[src/rtl/uart_pkg.sv]
// Shared UART definitions: parity encodings, receiver FSM states and the
// configuration helpers used by the frame receiver.
package uart_pkg;

    localparam logic [2:0] PAR_NONE  = 3'd0;
    localparam logic [2:0] PAR_EVEN  = 3'd1;
    localparam logic [2:0] PAR_ODD   = 3'd2;
    localparam logic [2:0] PAR_MARK  = 3'd3;
    localparam logic [2:0] PAR_SPACE = 3'd4;

    localparam int unsigned MIN_DIVISOR = 8;

    typedef enum logic [2:0] {
        ST_IDLE,
        ST_START,
        ST_DATA,
        ST_PARITY,
        ST_STOP1,
        ST_STOP2,
        ST_DONE
    } rx_state_t;

    function automatic logic parity_enabled(input logic [2:0] mode);
        return (mode == PAR_EVEN) || (mode == PAR_ODD) ||
               (mode == PAR_MARK) || (mode == PAR_SPACE);
    endfunction

    function automatic logic parity_expected(input logic [2:0] mode, input logic data_xor);
        logic p;
        case (mode)
            PAR_EVEN: p = data_xor;
            PAR_ODD:  p = ~data_xor;
            PAR_MARK: p = 1'b1;
            default:  p = 1'b0;
        endcase
        return p;
    endfunction

    function automatic logic [3:0] clamp_bits(input logic [3:0] bits, input int unsigned max_bits);
        logic [3:0] r;
        if (bits < 4'd5)
            r = 4'd5;
        else if (32'(bits) > max_bits)
            r = 4'(max_bits);
        else
            r = bits;
        return r;
    endfunction

endpackage

[src/rtl/uart_rx_bit_timer.sv]
// Baud down-counter: half-bit preload on start detection, then a strobe
// every div cycles while the receiver is inside a frame.
module uart_rx_bit_timer #(
    parameter int COUNTER_BITS = 16
) (
    input  logic                    clk,
    input  logic                    rst,
    input  logic [COUNTER_BITS-1:0] div,
    input  logic                    load_half,
    input  logic                    run,
    output logic                    strobe
);

    logic [COUNTER_BITS-1:0] cnt;

    always_ff @(posedge clk or posedge rst) begin
        if (rst) begin
            cnt <= '0;
        end else if (load_half) begin
            cnt <= div >> 1;
        end else if (run) begin
            if (cnt == '0)
                cnt <= div - COUNTER_BITS'(1);
            else
                cnt <= cnt - COUNTER_BITS'(1);
        end
    end

    assign strobe = run && (cnt == '0);

endmodule

[src/rtl/uart_rx_frame.sv]
// Runtime-configurable UART receiver with filtered mid-bit sampling,
// per-character error flags and a 1-entry AXI-Stream holding register.
module uart_rx_frame
    import uart_pkg::*;
#(
    parameter int MAX_DATA_BITS = 9,
    parameter int COUNTER_BITS  = 16,
    parameter int FILTER_BITS   = 3
) (
    input  logic                     clk,
    input  logic                     rst,
    input  logic [COUNTER_BITS-1:0]  cfg_counter_div,
    input  logic [3:0]               cfg_data_bits,
    input  logic [2:0]               cfg_parity,
    input  logic                     cfg_stop2,
    input  logic                     rxd,
    output logic [MAX_DATA_BITS-1:0] axis_data,
    output logic                     axis_valid,
    input  logic                     axis_ready,
    output logic                     axis_err_frame,
    output logic                     axis_err_parity,
    output logic                     axis_err_noise,
    output logic                     axis_break,
    output logic                     stat_overrun,
    input  logic                     stat_overrun_clr,
    output logic                     busy
);

    logic                     sync1, sync2;
    logic [FILTER_BITS-1:0]   hist;
    logic [FILTER_BITS:0]     win;
    logic                     filt_lo, filt_hi;

    rx_state_t                state, state_nx;
    logic                     start_det, strobe, run;

    logic [COUNTER_BITS-1:0]  div_q, div_eff, timer_div;
    logic [3:0]               nbits_q, bit_cnt, shamt;
    logic [2:0]               par_q;
    logic                     stop2_q;
    logic [MAX_DATA_BITS-1:0] sh, data_rj;
    logic                     noise_q, any_hi_q, par_err_q, frm_err_q, wait_hi_q;
    logic                     done;

    always_ff @(posedge clk or posedge rst) begin
        if (rst) begin
            sync1 <= 1'b1;
            sync2 <= 1'b1;
            hist  <= '1;
        end else begin
            sync1 <= rxd;
            sync2 <= sync1;
            hist  <= win[FILTER_BITS-1:0];
        end
    end

    // The live synchronizer output plus the history form the FILTER_BITS+1 window.
    assign win     = {hist, sync2};
    assign filt_lo = (win == '0);
    assign filt_hi = (win == '1);

    assign div_eff   = (cfg_counter_div < COUNTER_BITS'(MIN_DIVISOR)) ?
                       COUNTER_BITS'(MIN_DIVISOR) : cfg_counter_div;
    assign timer_div = start_det ? div_eff : div_q;
    assign run       = (state == ST_START) || (state == ST_DATA) || (state == ST_PARITY) ||
                       (state == ST_STOP1) || (state == ST_STOP2);

    uart_rx_bit_timer #(
        .COUNTER_BITS(COUNTER_BITS)
    ) u_timer (
        .clk       (clk),
        .rst       (rst),
        .div       (timer_div),
        .load_half (start_det),
        .run       (run),
        .strobe    (strobe)
    );

    always_ff @(posedge clk or posedge rst) begin
        if (rst)
            state <= ST_IDLE;
        else
            state <= state_nx;
    end

    always_comb begin
        state_nx  = state;
        start_det = 1'b0;
        case (state)
            ST_IDLE: begin
                if (!wait_hi_q && filt_lo) begin
                    state_nx  = ST_START;
                    start_det = 1'b1;
                end
            end
            ST_START:  if (strobe) state_nx = filt_lo ? ST_DATA : ST_IDLE;
            ST_DATA: begin
                if (strobe && (bit_cnt == nbits_q - 4'd1))
                    state_nx = parity_enabled(par_q) ? ST_PARITY : ST_STOP1;
            end
            ST_PARITY: if (strobe) state_nx = ST_STOP1;
            ST_STOP1:  if (strobe) state_nx = stop2_q ? ST_STOP2 : ST_DONE;
            ST_STOP2:  if (strobe) state_nx = ST_DONE;
            ST_DONE:   state_nx = ST_IDLE;
            default:   state_nx = ST_IDLE;
        endcase
    end

    always_ff @(posedge clk or posedge rst) begin
        if (rst) begin
            div_q     <= '0;
            nbits_q   <= 4'd5;
            par_q     <= PAR_NONE;
            stop2_q   <= 1'b0;
            sh        <= '0;
            bit_cnt   <= '0;
            noise_q   <= 1'b0;
            any_hi_q  <= 1'b0;
            par_err_q <= 1'b0;
            frm_err_q <= 1'b0;
            wait_hi_q <= 1'b0;
        end else if (start_det) begin
            div_q     <= div_eff;
            nbits_q   <= clamp_bits(cfg_data_bits, MAX_DATA_BITS);
            par_q     <= cfg_parity;
            stop2_q   <= cfg_stop2;
            sh        <= '0;
            bit_cnt   <= '0;
            noise_q   <= 1'b0;
            any_hi_q  <= 1'b0;
            par_err_q <= 1'b0;
            frm_err_q <= 1'b0;
        end else begin
            if (strobe && !filt_lo && !filt_hi)
                noise_q <= 1'b1;
            case (state)
                ST_DATA: begin
                    if (strobe) begin
                        sh       <= {filt_hi, sh[MAX_DATA_BITS-1:1]};
                        bit_cnt  <= bit_cnt + 4'd1;
                        any_hi_q <= any_hi_q | filt_hi;
                    end
                end
                ST_PARITY: begin
                    if (strobe) begin
                        any_hi_q  <= any_hi_q | filt_hi;
                        par_err_q <= filt_hi != parity_expected(par_q, ^sh);
                    end
                end
                ST_STOP1, ST_STOP2: begin
                    if (strobe) begin
                        any_hi_q <= any_hi_q | filt_hi;
                        if (!filt_hi)
                            frm_err_q <= 1'b1;
                    end
                end
                // A line still low here is a break; hold off re-arming until it idles.
                ST_DONE: wait_hi_q <= !filt_hi;
                ST_IDLE: if (filt_hi) wait_hi_q <= 1'b0;
                default: ;
            endcase
        end
    end

    assign done    = (state == ST_DONE);
    assign shamt   = 4'(MAX_DATA_BITS) - nbits_q;
    assign data_rj = sh >> shamt;

    always_ff @(posedge clk or posedge rst) begin
        if (rst) begin
            axis_data       <= '0;
            axis_valid      <= 1'b0;
            axis_err_frame  <= 1'b0;
            axis_err_parity <= 1'b0;
            axis_err_noise  <= 1'b0;
            axis_break      <= 1'b0;
            stat_overrun    <= 1'b0;
        end else begin
            if (done && (!axis_valid || axis_ready)) begin
                axis_data       <= data_rj;
                axis_valid      <= 1'b1;
                axis_err_frame  <= frm_err_q;
                axis_err_parity <= par_err_q;
                axis_err_noise  <= noise_q;
                axis_break      <= !any_hi_q;
            end else if (axis_valid && axis_ready) begin
                axis_valid <= 1'b0;
            end

            if (stat_overrun_clr)
                stat_overrun <= 1'b0;
            else if (done && axis_valid && !axis_ready)
                stat_overrun <= 1'b1;
        end
    end

    assign busy = (state != ST_IDLE);

endmodule

[config.mk]
export PLATFORM = sky130hd
export DESIGN_NAME = uart_rx_frame
export DESIGN_NICKNAME = d
export VERILOG_FILES = /design/src/rtl/uart_pkg.sv /design/src/rtl/uart_rx_bit_timer.sv /design/src/rtl/uart_rx_frame.sv
export SDC_FILE = /design/constraint.sdc
export NUM_CORES = 1
export LEC_CHECK = 0
export ABC_CLOCK_PERIOD_IN_PS = 7200
export CAP_MARGIN = 20
export CORE_ASPECT_RATIO = 0.75
export CORE_MARGIN = 1
export CORE_UTILIZATION = 56
export CTS_BUF_LIST = sky130_fd_sc_hd__clkbuf_8
export DETAILED_ROUTE_END_ITERATION = 10
export DONT_BUFFER_PORTS = 1
export PLACE_DENSITY_LB_ADDON = 0.05
export SLEW_MARGIN = 20
export SYNTH_ARGS = -nofsm -noshare
export SYNTH_HDL_FRONTEND = slang
export SYNTH_SLANG_ARGS = --single-unit
[constraint.sdc]
create_clock -name clk -period 7.2 [get_ports clk]
set_input_delay 1.44 -clock clk [delete_from_list [all_inputs] [get_ports clk]]
set_output_delay 1.44 -clock clk [all_outputs]
set_load 0.02 [all_outputs]
==> results of run 1 <==
[worst paths after layout]
check | end | cells past startpoint | start | slack, ns
worst max-delay path | u_timer.cnt[14]$_DFFE_PP0P_ | 11 | cfg_counter_div[8] | 3.27
worst min-delay path | sync2$_DFF_PP1_ | 0 | sync1$_DFF_PP1_ | 0.37
worst max register to register | u_timer.cnt[14]$_DFFE_PP0P_ | 10 | state[1]$_DFFE_PP0P_ | 3.30
worst min register to register | sync2$_DFF_PP1_ | 0 | sync1$_DFF_PP1_ | 0.37
max in group asynchronous | div_q[10]$_DFF_PP0_ | 2 | rst | 5.55
min in group asynchronous | axis_err_frame$_DFFE_PP0P_ | 2 | rst | 1.14
[worst reg2reg max path: stages (launching register included)]
cell	delay [ns]
dfrtp_1	0.54
nor4_4	0.58
nand2_2	0.65
a22o_1	0.47
a21oi_1	0.20
ha_1	0.22
inv_1	0.07
a211oi_2	0.48
nand4_1	0.24
a31oi_1	0.23
o21ai_1	0.09
[metal layers]
metal | GRT usage, % | vias to the layer above | wire (um) | share of wire (%)
met4 | 7.50 | 0 | 110 | 0.99
met5 | 0 | - | 0 | 0
li1 | - | 1718 | - | -
met2 | 40.5 | 176 | 4770 | 43
met1 | 42.2 | 1822 | 5320 | 48
met3 | 6.78 | 10 | 965 | 8.6
[layout by cell type, fill, tap and decap left out, types with 4 or more instances in the layout]
cell / instances
ha_1: 4
a22o_1: 5
o41ai_1: 4
o21ai_0: 35
dfstp_2: 7
mux2_2: 8
a31oi_1: 14
clkbuf_8: 10
o211ai_1: 6
a22oi_1: 5
mux4_2: 5
nand2_1: 59
dfrtp_1: 74
a21oi_1: 28
xor2_1: 7
nand3_1: 25
o22ai_1: 4
nor3_1: 13
nor2_1: 33
nand4_1: 7
and2_1: 4
xnor2_1: 12
inv_1: 22
o21ai_1: 6
nor4_1: 8
mux2i_1: 10
[area by class of cell]
cell class	instances	share of cell area, %
sequential	81	42.8
timing repair buffer	3	0.552
inverter	22	1.76
tap	101	2.65
multi-input combinational	350	48.1
clock buffer	10	2.89
clock inverter	6	1.24
[through the flow]
stage	cells	util [%]
floorplan	477	-
global placement	557	60.3
detailed placement	557	60.3
CTS	573	62.9
global route	573	62.9
finish	573	62.9
[state kept, by name, indices dropped and copies added, names as in the netlist]
name,flops
stat_overrun,1
sync1,1
div_q,16
stop2_q,1
wait_hi_q,1
par_err_q,1
u_timer.cnt,16
hist,3
par_q,3
axis_break,1
axis_data,9
state,3
axis_err_frame,1
any_hi_q,1
nbits_q,4
axis_valid,1
axis_err_noise,1
axis_err_parity,1
bit_cnt,4
sh,9
frm_err_q,1
sync2,1
noise_q,1
[logic make-up after synthesis]
| kind of cell | Yosys count | synth area share [%] |
|---|---|---|
| DFF | 81 | 45.0 |
| xor gates and xnor gates | 20 | 4.18 |
| and+or+nand+nor | 167 | 18.3 |
| adders and majority gates | 4 | 1.11 |
| muxes | 24 | 7.02 |
| AOI/OAI and AO/OA | 135 | 20.0 |
| buffers and inverters | 46 | 4.40 |
[power by group through the flow]
stage | Clock (uW) | Sequential, uW | Combinational, uW
floorplan | 0 | 558 | 194
global placement | 0 | 577 | 227
detailed placement | 0 | 578 | 232
CTS | 344 | 570 | 233
global route | 365 | 580 | 263
finish | 335 | 574 | 236
==> impl_metrics.csv, run 1 <==
group,metric,value,unit
status,run_status,"finished, final reports clean",
synthesis,synth.most_common_cell,"dfrtp_1",
timing,whs,0.366,ns
routing,num_vias,3726,
synthesis,synth_edf_count,0,
timing,fmax,254,MHz
timing,tightest_slew,1.06,ns
synthesis,syn_avg_cell_area,9.48,um^2
synthesis,synthArstFlopShare,100,%
pwr,power.density,241,nW/um^2
die,dieArea,8450,um^2
clock_network,worstSkewPairLatency,0.37,ns
worst_setup_path,critPathBufInv,1,
clock_network,cts.path.max_buffers,2,
die,ioPinCount,45,
synthesis,syn_nets,510,
clock_network,htree_levels,3,
clock_network,cts-resized-gates,0,
worst_setup_path,cp_cell_sequence,"nor4_1 > and4_1 > nor2_1 > a22o_1 > a21oi_1 > ha_1 > inv_1 > a211oi_2 > nand4_1 > a31oi_1 > o21ai_1",
routing,wl_per_cell,19.5,um
timing,setup_tns,0,ns
pwr,power,1150,uW
final_layout,syn_to_final_growth,5.23,%
worst_setup_path,crit_arrival,4.16,ns
global_route,grt.overflow.total,0,
placed_design,portBuffers,0,
global_route,grt_pass1_vias,3436,
final_layout,drive_above_1_share,11.4,%
placed_design,place_ws,2.95,ns
placed_design,postPlaceCellArea,4560,um^2
routing,via_per_inst,6.50,
pwr,p_sw,372,uW
die,dieWidth,106,um
global_route,grt_max_degree,82,
worst_setup_path,startpoint_type,"input pin",
clock_network,cts_tree,"done",
final_layout,fill_cells,659,
final_layout,seq_area,2040,um^2
worst_setup_path,cp_slowest_cell,"nor4_1",
final_layout,fin_area,4760,um^2
timing,slew_headroom,29.6,%
worst_setup_path,cp_top_family,"compound AO/OA/AOI/OAI gates",
timing,finalMaxSlewViolations,0,
timing,setup_viol,0,
die,core-area,7570,um^2
timing,fin_crit,3.93,ns
final_layout,multiInputGateArea,2290,um^2
routing,drc_errors,0,
worst_setup_path,crit_required,7.43,ns
final_layout,n_antenna_cell,0,
pwr,leakagePower,0.00201,uW
pwr,seqPwrFrac,50.1,%
global_route,grt_pass1_wl,18.1,mm
worst_setup_path,cp_max_fo,7,
pwr,p_comb_share,20.6,%
min_path,hold_class,"reg2reg",
die,row_count,27,
timing,clock_skew,0.00880,ns
timing,setup_ws,3.27,ns
global_route,antenna_found_initial,0,
global_route,grt_use_total,28.2,%
synthesis,yosys_warnings,0,
die,die_height,79.8,um
synthesis,syn_inst,477,
clock_network,root_buffer,"clkbuf_8",
placed_design,gp_congestion,0.891,
pwr,p_sw_share,32.4,%
synthesis,syn_area,4520,um^2
timing,rsz0062_at_grt,"false",
synthesis,ys_top_cells_by_count,"dfrtp_1 (74), nand2_1 (59), o21ai_0 (35), nor2_1 (34), a21oi_1 (28)",
routing,drtIter0Drc,292,
pwr,internal_power,774,uW
synthesis,synth.area.top_cells,"dfrtp_1 (41%), nand2_1 (4.9%), dfstp_2 (4.1%), o21ai_0 (3.9%), a21oi_1 (3.1%)",
clock_network,cts_buffers,9,
clock_network,cts_setup_buffers,0,
placed_design,hpwl,7.71,mm
worst_setup_path,worstSetupEndpointType,"register",
synthesis,ys_seq_area_share,45.0,%
pwr,ir_worst_vdd,146,uV
synthesis,synth_top_area_share,40.9,%
pwr,clockPowerShare,29.3,%
clock_network,numClockSinks,81,
timing,layout_worst_path_cycle_share,54.6,%
final_layout,nets,500,
synthesis,ys_ff_latch,81,
timing,hold_viol,0,
routing,first_pass_iters,7,
worst_setup_path,crit_type,"in2reg",
flow_run,cap_viol_max_count,0,
worst_setup_path,max_stage_delay,0.50,ns
clock_network,cts_hold_buf,0,
die,start_util,59.8,%
synthesis,synth_cell_types,62,
synthesis,ys.flop_type,"dfrtp_1",
routing,wl,11.2,mm
routing,ant_nets,0,
synthesis,yosys.area.top_type,"dfrtp_1",
clock_network,path_clk_slew,0.08,ns
Power figures use the tool's default switching activity.
==> inputs of run 2 (changes only) <==
ABC_CLOCK_PERIOD_IN_PS = 4100   (was 7200)
clock period = 4.1 ns   (was 7.2 ns; I/O delays follow)
==> run 2 against run 1 <==
Compared with the run above:
- final area up 0.95%
- worst setup slack worse by 2.5 ns
- register-to-register slack worse by 2.5 ns
- clock power up 79%
- cell count up 1.0%
==> impl_metrics.csv, run 2 (synthesized netlist as in run 1, its figures left out) <==
group,metric,value,unit
global_route,grt_max_degree,59,
placed_design,place_ws,0.686,ns
final_layout,multiInputGateArea,2290,um^2
die,start_util,59.8,%
final_layout,nets,506,
clock_network,cts_tree,"done",
routing,drc_errors,0,
clock_network,cts_hold_buf,0,
die,ioPinCount,45,
routing,via_per_inst,6.45,
clock_network,cts_buffers,9,
timing,tightest_slew,1.01,ns
pwr,leakagePower,0.00204,uW
clock_network,cts_setup_buffers,0,
timing,layout_worst_path_cycle_share,80.2,%
worst_setup_path,crit_arrival,3.50,ns
die,row_count,27,
final_layout,reg_top3,"div_q x16, u_timer.cnt x16",
timing,fmax,304,MHz
worst_setup_path,startpoint_type,"register",
routing,drtIter0Drc,264,
final_layout,syn_to_final_growth,6.22,%
routing,ant_nets,0,
die,die_height,79.8,um
routing,wl_per_cell,19.1,um
global_route,grt_pass1_vias,3487,
flow_run,cap_viol_max_count,0,
status,run_status,"finished, final reports clean",
min_path,holdPathStages,0,
clock_network,root_buffer,"clkbuf_8",
final_layout,fin_area,4810,um^2
clock_network,htree_levels,3,
clock_network,cts-resized-gates,0,
worst_setup_path,crit_required,4.31,ns
timing,slew_headroom,32.7,%
die,dieWidth,106,um
clock_network,path_clk_slew,0.09,ns
timing,fin_crit,3.29,ns
min_path,hold_class,"reg2reg",
final_layout,drive_above_1_share,13.0,%
final_layout,final_common_cell,"dfrtp_1",
placed_design,portBuffers,0,
global_route,antenna_found_initial,0,
min_path,hold_start,"sync1$_DFF_PP1_",
routing,first_pass_iters,5,
timing,hold_viol,0,
worst_setup_path,cp_max_fo,13,
timing,setup_tns,0,ns
worst_setup_path,r2r-start,"state[1]$_DFFE_PP0P_",
timing,clock_skew,0.0101,ns
routing,num_vias,3735,
die,dieArea,8450,um^2
placed_design,hpwl,7.86,mm
worst_setup_path,r2r_end,"u_timer.cnt[14]$_DFFE_PP0P_",
pwr,clockPowerShare,29.5,%
final_layout,mostFrequentLayoutCells,"dfrtp_1 (74), nand2_1 (59), o21ai_0 (35)",
placed_design,postPlaceCellArea,4610,um^2
final_layout,seq_area,2040,um^2
pwr,p_sw,672,uW
worst_setup_path,reg2reg_slack,0.81,ns
worst_setup_path,reg2regPathDepth,10,
final_layout,fill_cells,640,
global_route,grt_use_total,28.1,%
die,core-area,7570,um^2
pwr,power.density,423,nW/um^2
timing,rsz0062_at_grt,"false",
worst_setup_path,crit_type,"reg2reg",
pwr,p_sw_share,33.1,%
clock_network,cts.path.max_buffers,2,
final_layout,n_antenna_cell,0,
timing,setup_ws,0.812,ns
routing,wl,11.0,mm
global_route,grt.overflow.total,0,
pwr,p_comb_share,20.9,%
timing,setup_viol,0,
clock_network,worstSkewPairLatency,0.36,ns
timing,finalMaxSlewViolations,0,
placed_design,gp_congestion,0.945,
pwr,seqPwrFrac,49.6,%
worst_setup_path,worstSetupEndpointType,"register",
global_route,grt_pass1_wl,18.1,mm
clock_network,numClockSinks,81,
pwr,ir_worst_vdd,236,uV
min_path,whs_endpoint,"sync2$_DFF_PP1_",
pwr,internal_power,1360,uW
-- run 2: critical path, cell delays in order (launching register included) --
cell	delay, ns
dfrtp_1	0.54
nor4_4	0.54
nand2_2	0.27
a22o_1	0.32
a21oi_1	0.19
ha_1	0.20
inv_1	0.07
a211oi_2	0.48
nand4_1	0.24
a31oi_1	0.21
o21ai_1	0.09
-- run 2: power groups by stage --
stage / Combinational (uW) / Sequential (uW) / Clock [uW]
2_1_floorplan: 341 / 981 / 0
3_3_place_gp: 410 / 1020 / 0
3_5_place_dp: 417 / 1020 / 0
4_1_cts: 419 / 1000 / 608
5_1_grt: 475 / 1020 / 635
6_report: 425 / 1010 / 598
-- run 2: final cells by class --
cell class                 instances  area share [%]
clock inverter                     7            1.56
timing repair buffer               9            1.41
sequential                        81            42.4
clock buffer                       9            2.58
multi-input combinational        350            47.7
inverter                          22            1.77
tap                              101            2.63
-- run 2: through the flow --
step,std cells,hold WS [ns],power (uW),util (%)
3_3_place_gp,563,0.351,1430,60.9
2_1_floorplan,477,0.345,1320,-
3_5_place_dp,563,0.348,1430,60.9
6_report,579,0.359,2030,63.5
4_1_cts,579,0.361,2030,63.5
5_1_grt,579,0.365,2130,63.5
-- run 2: worst max-delay path by stage --
stage | startpoint | end | slack (ns)
6_report | state[1]$_DFFE_PP0P_ | u_timer.cnt[14]$_DFFE_PP0P_ | 0.81
5_1_grt | state[1]$_DFFE_PP0P_ | u_timer.cnt[14]$_DFFE_PP0P_ | 0.59
4_1_cts | state[1]$_DFFE_PP0P_ | u_timer.cnt[15]$_DFFE_PP0P_ | 0.89
3_5_place_dp | cfg_counter_div[8] | u_timer.cnt[14]$_DFFE_PP0P_ | 0.69
3_3_place_gp | cfg_counter_div[8] | u_timer.cnt[14]$_DFFE_PP0P_ | 0.71
2_1_floorplan | cfg_counter_div[10] | u_timer.cnt[14]$_DFFE_PP0P_ | 1.11
-- run 2: metal layers --
metal  global-route usage (%)  up-vias  routed length [um]
met2                     40.2      154                4610
met5                        0        -                   0
met1                     42.3     1841                5440
met4                     7.36        0                 127
li1                         -     1728                   -
met3                     6.78       12                 871
==> inputs of run 3 (changes only) <==
ABC_CLOCK_PERIOD_IN_PS = 2800   (was 4100)
clock period = 2.8 ns   (was 4.1 ns; I/O delays follow)
==> run 3 against run 2 <==
Compared with the run above:
- global-route usage increased by 2.2 points
- maximum frequency increased by 23%
- via count increased by 5.4%
- hold slack got worse by 0.32 ns
- sequential cell count unchanged
- critical path depth decreased by 2
- non-clock buffer count increased by 28
- clock power increased by 62%
==> impl_metrics.csv, run 3 (synthesized netlist as in run 1, its figures left out) <==
group,metric,value,unit
final_layout,n_antenna_cell,0,
final_layout,seq_area,2040,um^2
timing,hold_viol,0,
routing,wl_per_cell,19.7,um
final_layout,final_common_cell,"dfrtp_1",
die,core-area,7570,um^2
worst_setup_path,crit_type,"reg2reg",
timing,tightest_slew,1.03,ns
min_path,hold_class,"in2async",
final_layout,stdcell_count,607,
die,dieWidth,106,um
worst_setup_path,critPathBufInv,1,
routing,drtIter0Drc,297,
clock_network,cts_setup_buffers,0,
status,run_status,"finished, final reports clean",
final_layout,utilization,67.5,%
clock_network,cts_hold_buf,0,
timing,slew_headroom,31.2,%
clock_network,cts.path.max_buffers,2,
worst_setup_path,cp_slowest_cell,"or4_1",
die,ioPinCount,45,
timing,fin_crit,2.66,ns
final_layout,reg_top3,"div_q x16, u_timer.cnt x16",
final_layout,drive_above_1_share,18.4,%
timing,clock_skew,0.00898,ns
global_route,grt_max_degree,59,
timing,rsz0062_at_grt,"false",
worst_setup_path,max_stage_delay,0.49,ns
clock_network,numClockSinks,81,
worst_setup_path,crit_arrival,2.97,ns
routing,ant_nets,0,
final_layout,fill_cells,639,
routing,via_per_inst,6.49,
worst_setup_path,crit_required,3.11,ns
clock_network,root_buffer,"clkbuf_8",
placed_design,postPlaceCellArea,4860,um^2
die,row_count,27,
routing,first_pass_iters,4,
clock_network,htree_levels,3,
routing,wl,11.9,mm
routing,drc_errors,0,
clock_network,cts-resized-gates,0,
final_layout,fin_area,5110,um^2
timing,fmax,375,MHz
timing,layout_worst_path_cycle_share,95.1,%
die,dieArea,8450,um^2
placed_design,place_ws,-0.0776,ns
final_layout,multiInputGateArea,2330,um^2
worst_setup_path,worstSetupEndpointType,"register",
worst_setup_path,reg2reg_slack,0.14,ns
global_route,grt_pass1_vias,3634,
clock_network,cts_buffers,9,
timing,setup_viol,0,
pwr,leakagePower,0.00221,uW
global_route,grt_use_total,30.2,%
placed_design,placed_cells,591,
final_layout,nets,534,
die,die_height,79.8,um
placed_design,gp_congestion,0.982,
global_route,grt.overflow.total,0,
clock_network,worstSkewPairLatency,0.37,ns
global_route,grt_pass1_wl,19.1,mm
pwr,ir_worst_vdd,438,uV
worst_setup_path,cp_max_fo,17,
placed_design,portBuffers,0,
final_layout,mostFrequentLayoutCells,"dfrtp_1 (73), nand2_1 (59), o21ai_0 (35), buf_4 (35), nor2_1 (32)",
worst_setup_path,cp_top_family,"simple AND/OR/NAND/NOR gates",
worst_setup_path,cp_cell_sequence,"nor4_4 > nand2_2 > buf_12 > mux2_4 > a2111oi_4 > nand4_2 > or4_1 > nand3_1",
die,start_util,59.8,%
clock_network,path_clk_slew,0.08,ns
worst_setup_path,startpoint_type,"register",
global_route,antenna_found_initial,0,
routing,num_vias,3937,
timing,finalMaxSlewViolations,0,
placed_design,hpwl,8.68,mm
final_layout,syn_to_final_growth,12.9,%
pwr,power.density,627,nW/um^2
clock_network,cts_tree,"done",
timing,setup_ws,0.136,ns
flow_run,cap_viol_max_count,0,
-- run 3: worst register-to-register path, stage by stage (launching register included) --
cell       delay (ns)
dfrtp_1          0.44
nor4_4           0.33
nand2_2          0.17
buf_12           0.20
mux2_4           0.35
a2111oi_4        0.36
nand4_2          0.16
or4_1            0.49
nand3_1          0.10
-- run 3: report_power, final --
group          internal, uW  switching, uW  total, uW
registers              1310            146       1460
logic                   347            434        781
clock network           543            423        966
-- run 3: final timing paths --
path	startpoint	depth (start not counted)	endpoint
hold / removal	rst	1	axis_break$_DFFE_PP0P_
setup reg to reg	wait_hi_q$_DFFE_PP0P_	8	u_timer.cnt[15]$_DFFE_PP0P_
max in group asynchronous	rst	2	nbits_q[0]$_DFFE_PP1N_
min in group clk	rxd	0	sync1$_DFF_PP1_
hold reg to reg	sync1$_DFF_PP1_	0	sync2$_DFF_PP1_
setup / recovery	wait_hi_q$_DFFE_PP0P_	8	u_timer.cnt[15]$_DFFE_PP0P_
-- run 3: metal layers --
metal | up-vias | part of all wire, % | track usage (%)
met5 | - | 0 | 0
met4 | 0 | 0.88 | 6.11
met3 | 10 | 10 | 9.71
met2 | 204 | 41 | 42.4
met1 | 1940 | 48 | 45.4
li1 | 1783 | - | -
-- run 3: final cells by class --
| type | count | share of cell area (%) |
|---|---|---|
| Multi-Input combinational cell | 350 | 45.7 |
| Clock buffer | 11 | 2.96 |
| Sequential cell | 81 | 39.9 |
| Clock inverter | 5 | 1.42 |
| Inverter | 22 | 1.64 |
| Tap cell | 101 | 2.47 |
| Timing Repair Buffer | 37 | 5.93 |
-- run 3: per-stage QoR --
step           setup TNS [ns]  hold slack [ns]  total power [uW]
6_report                    0           0.0407              3200
5_1_grt                     0           0.0508              3340
3_5_place_dp           -0.245            0.347              2220
3_3_place_gp                0            0.350              2200
2_1_floorplan         -0.0360            0.345              1950
4_1_cts                     0           0.0387              3190
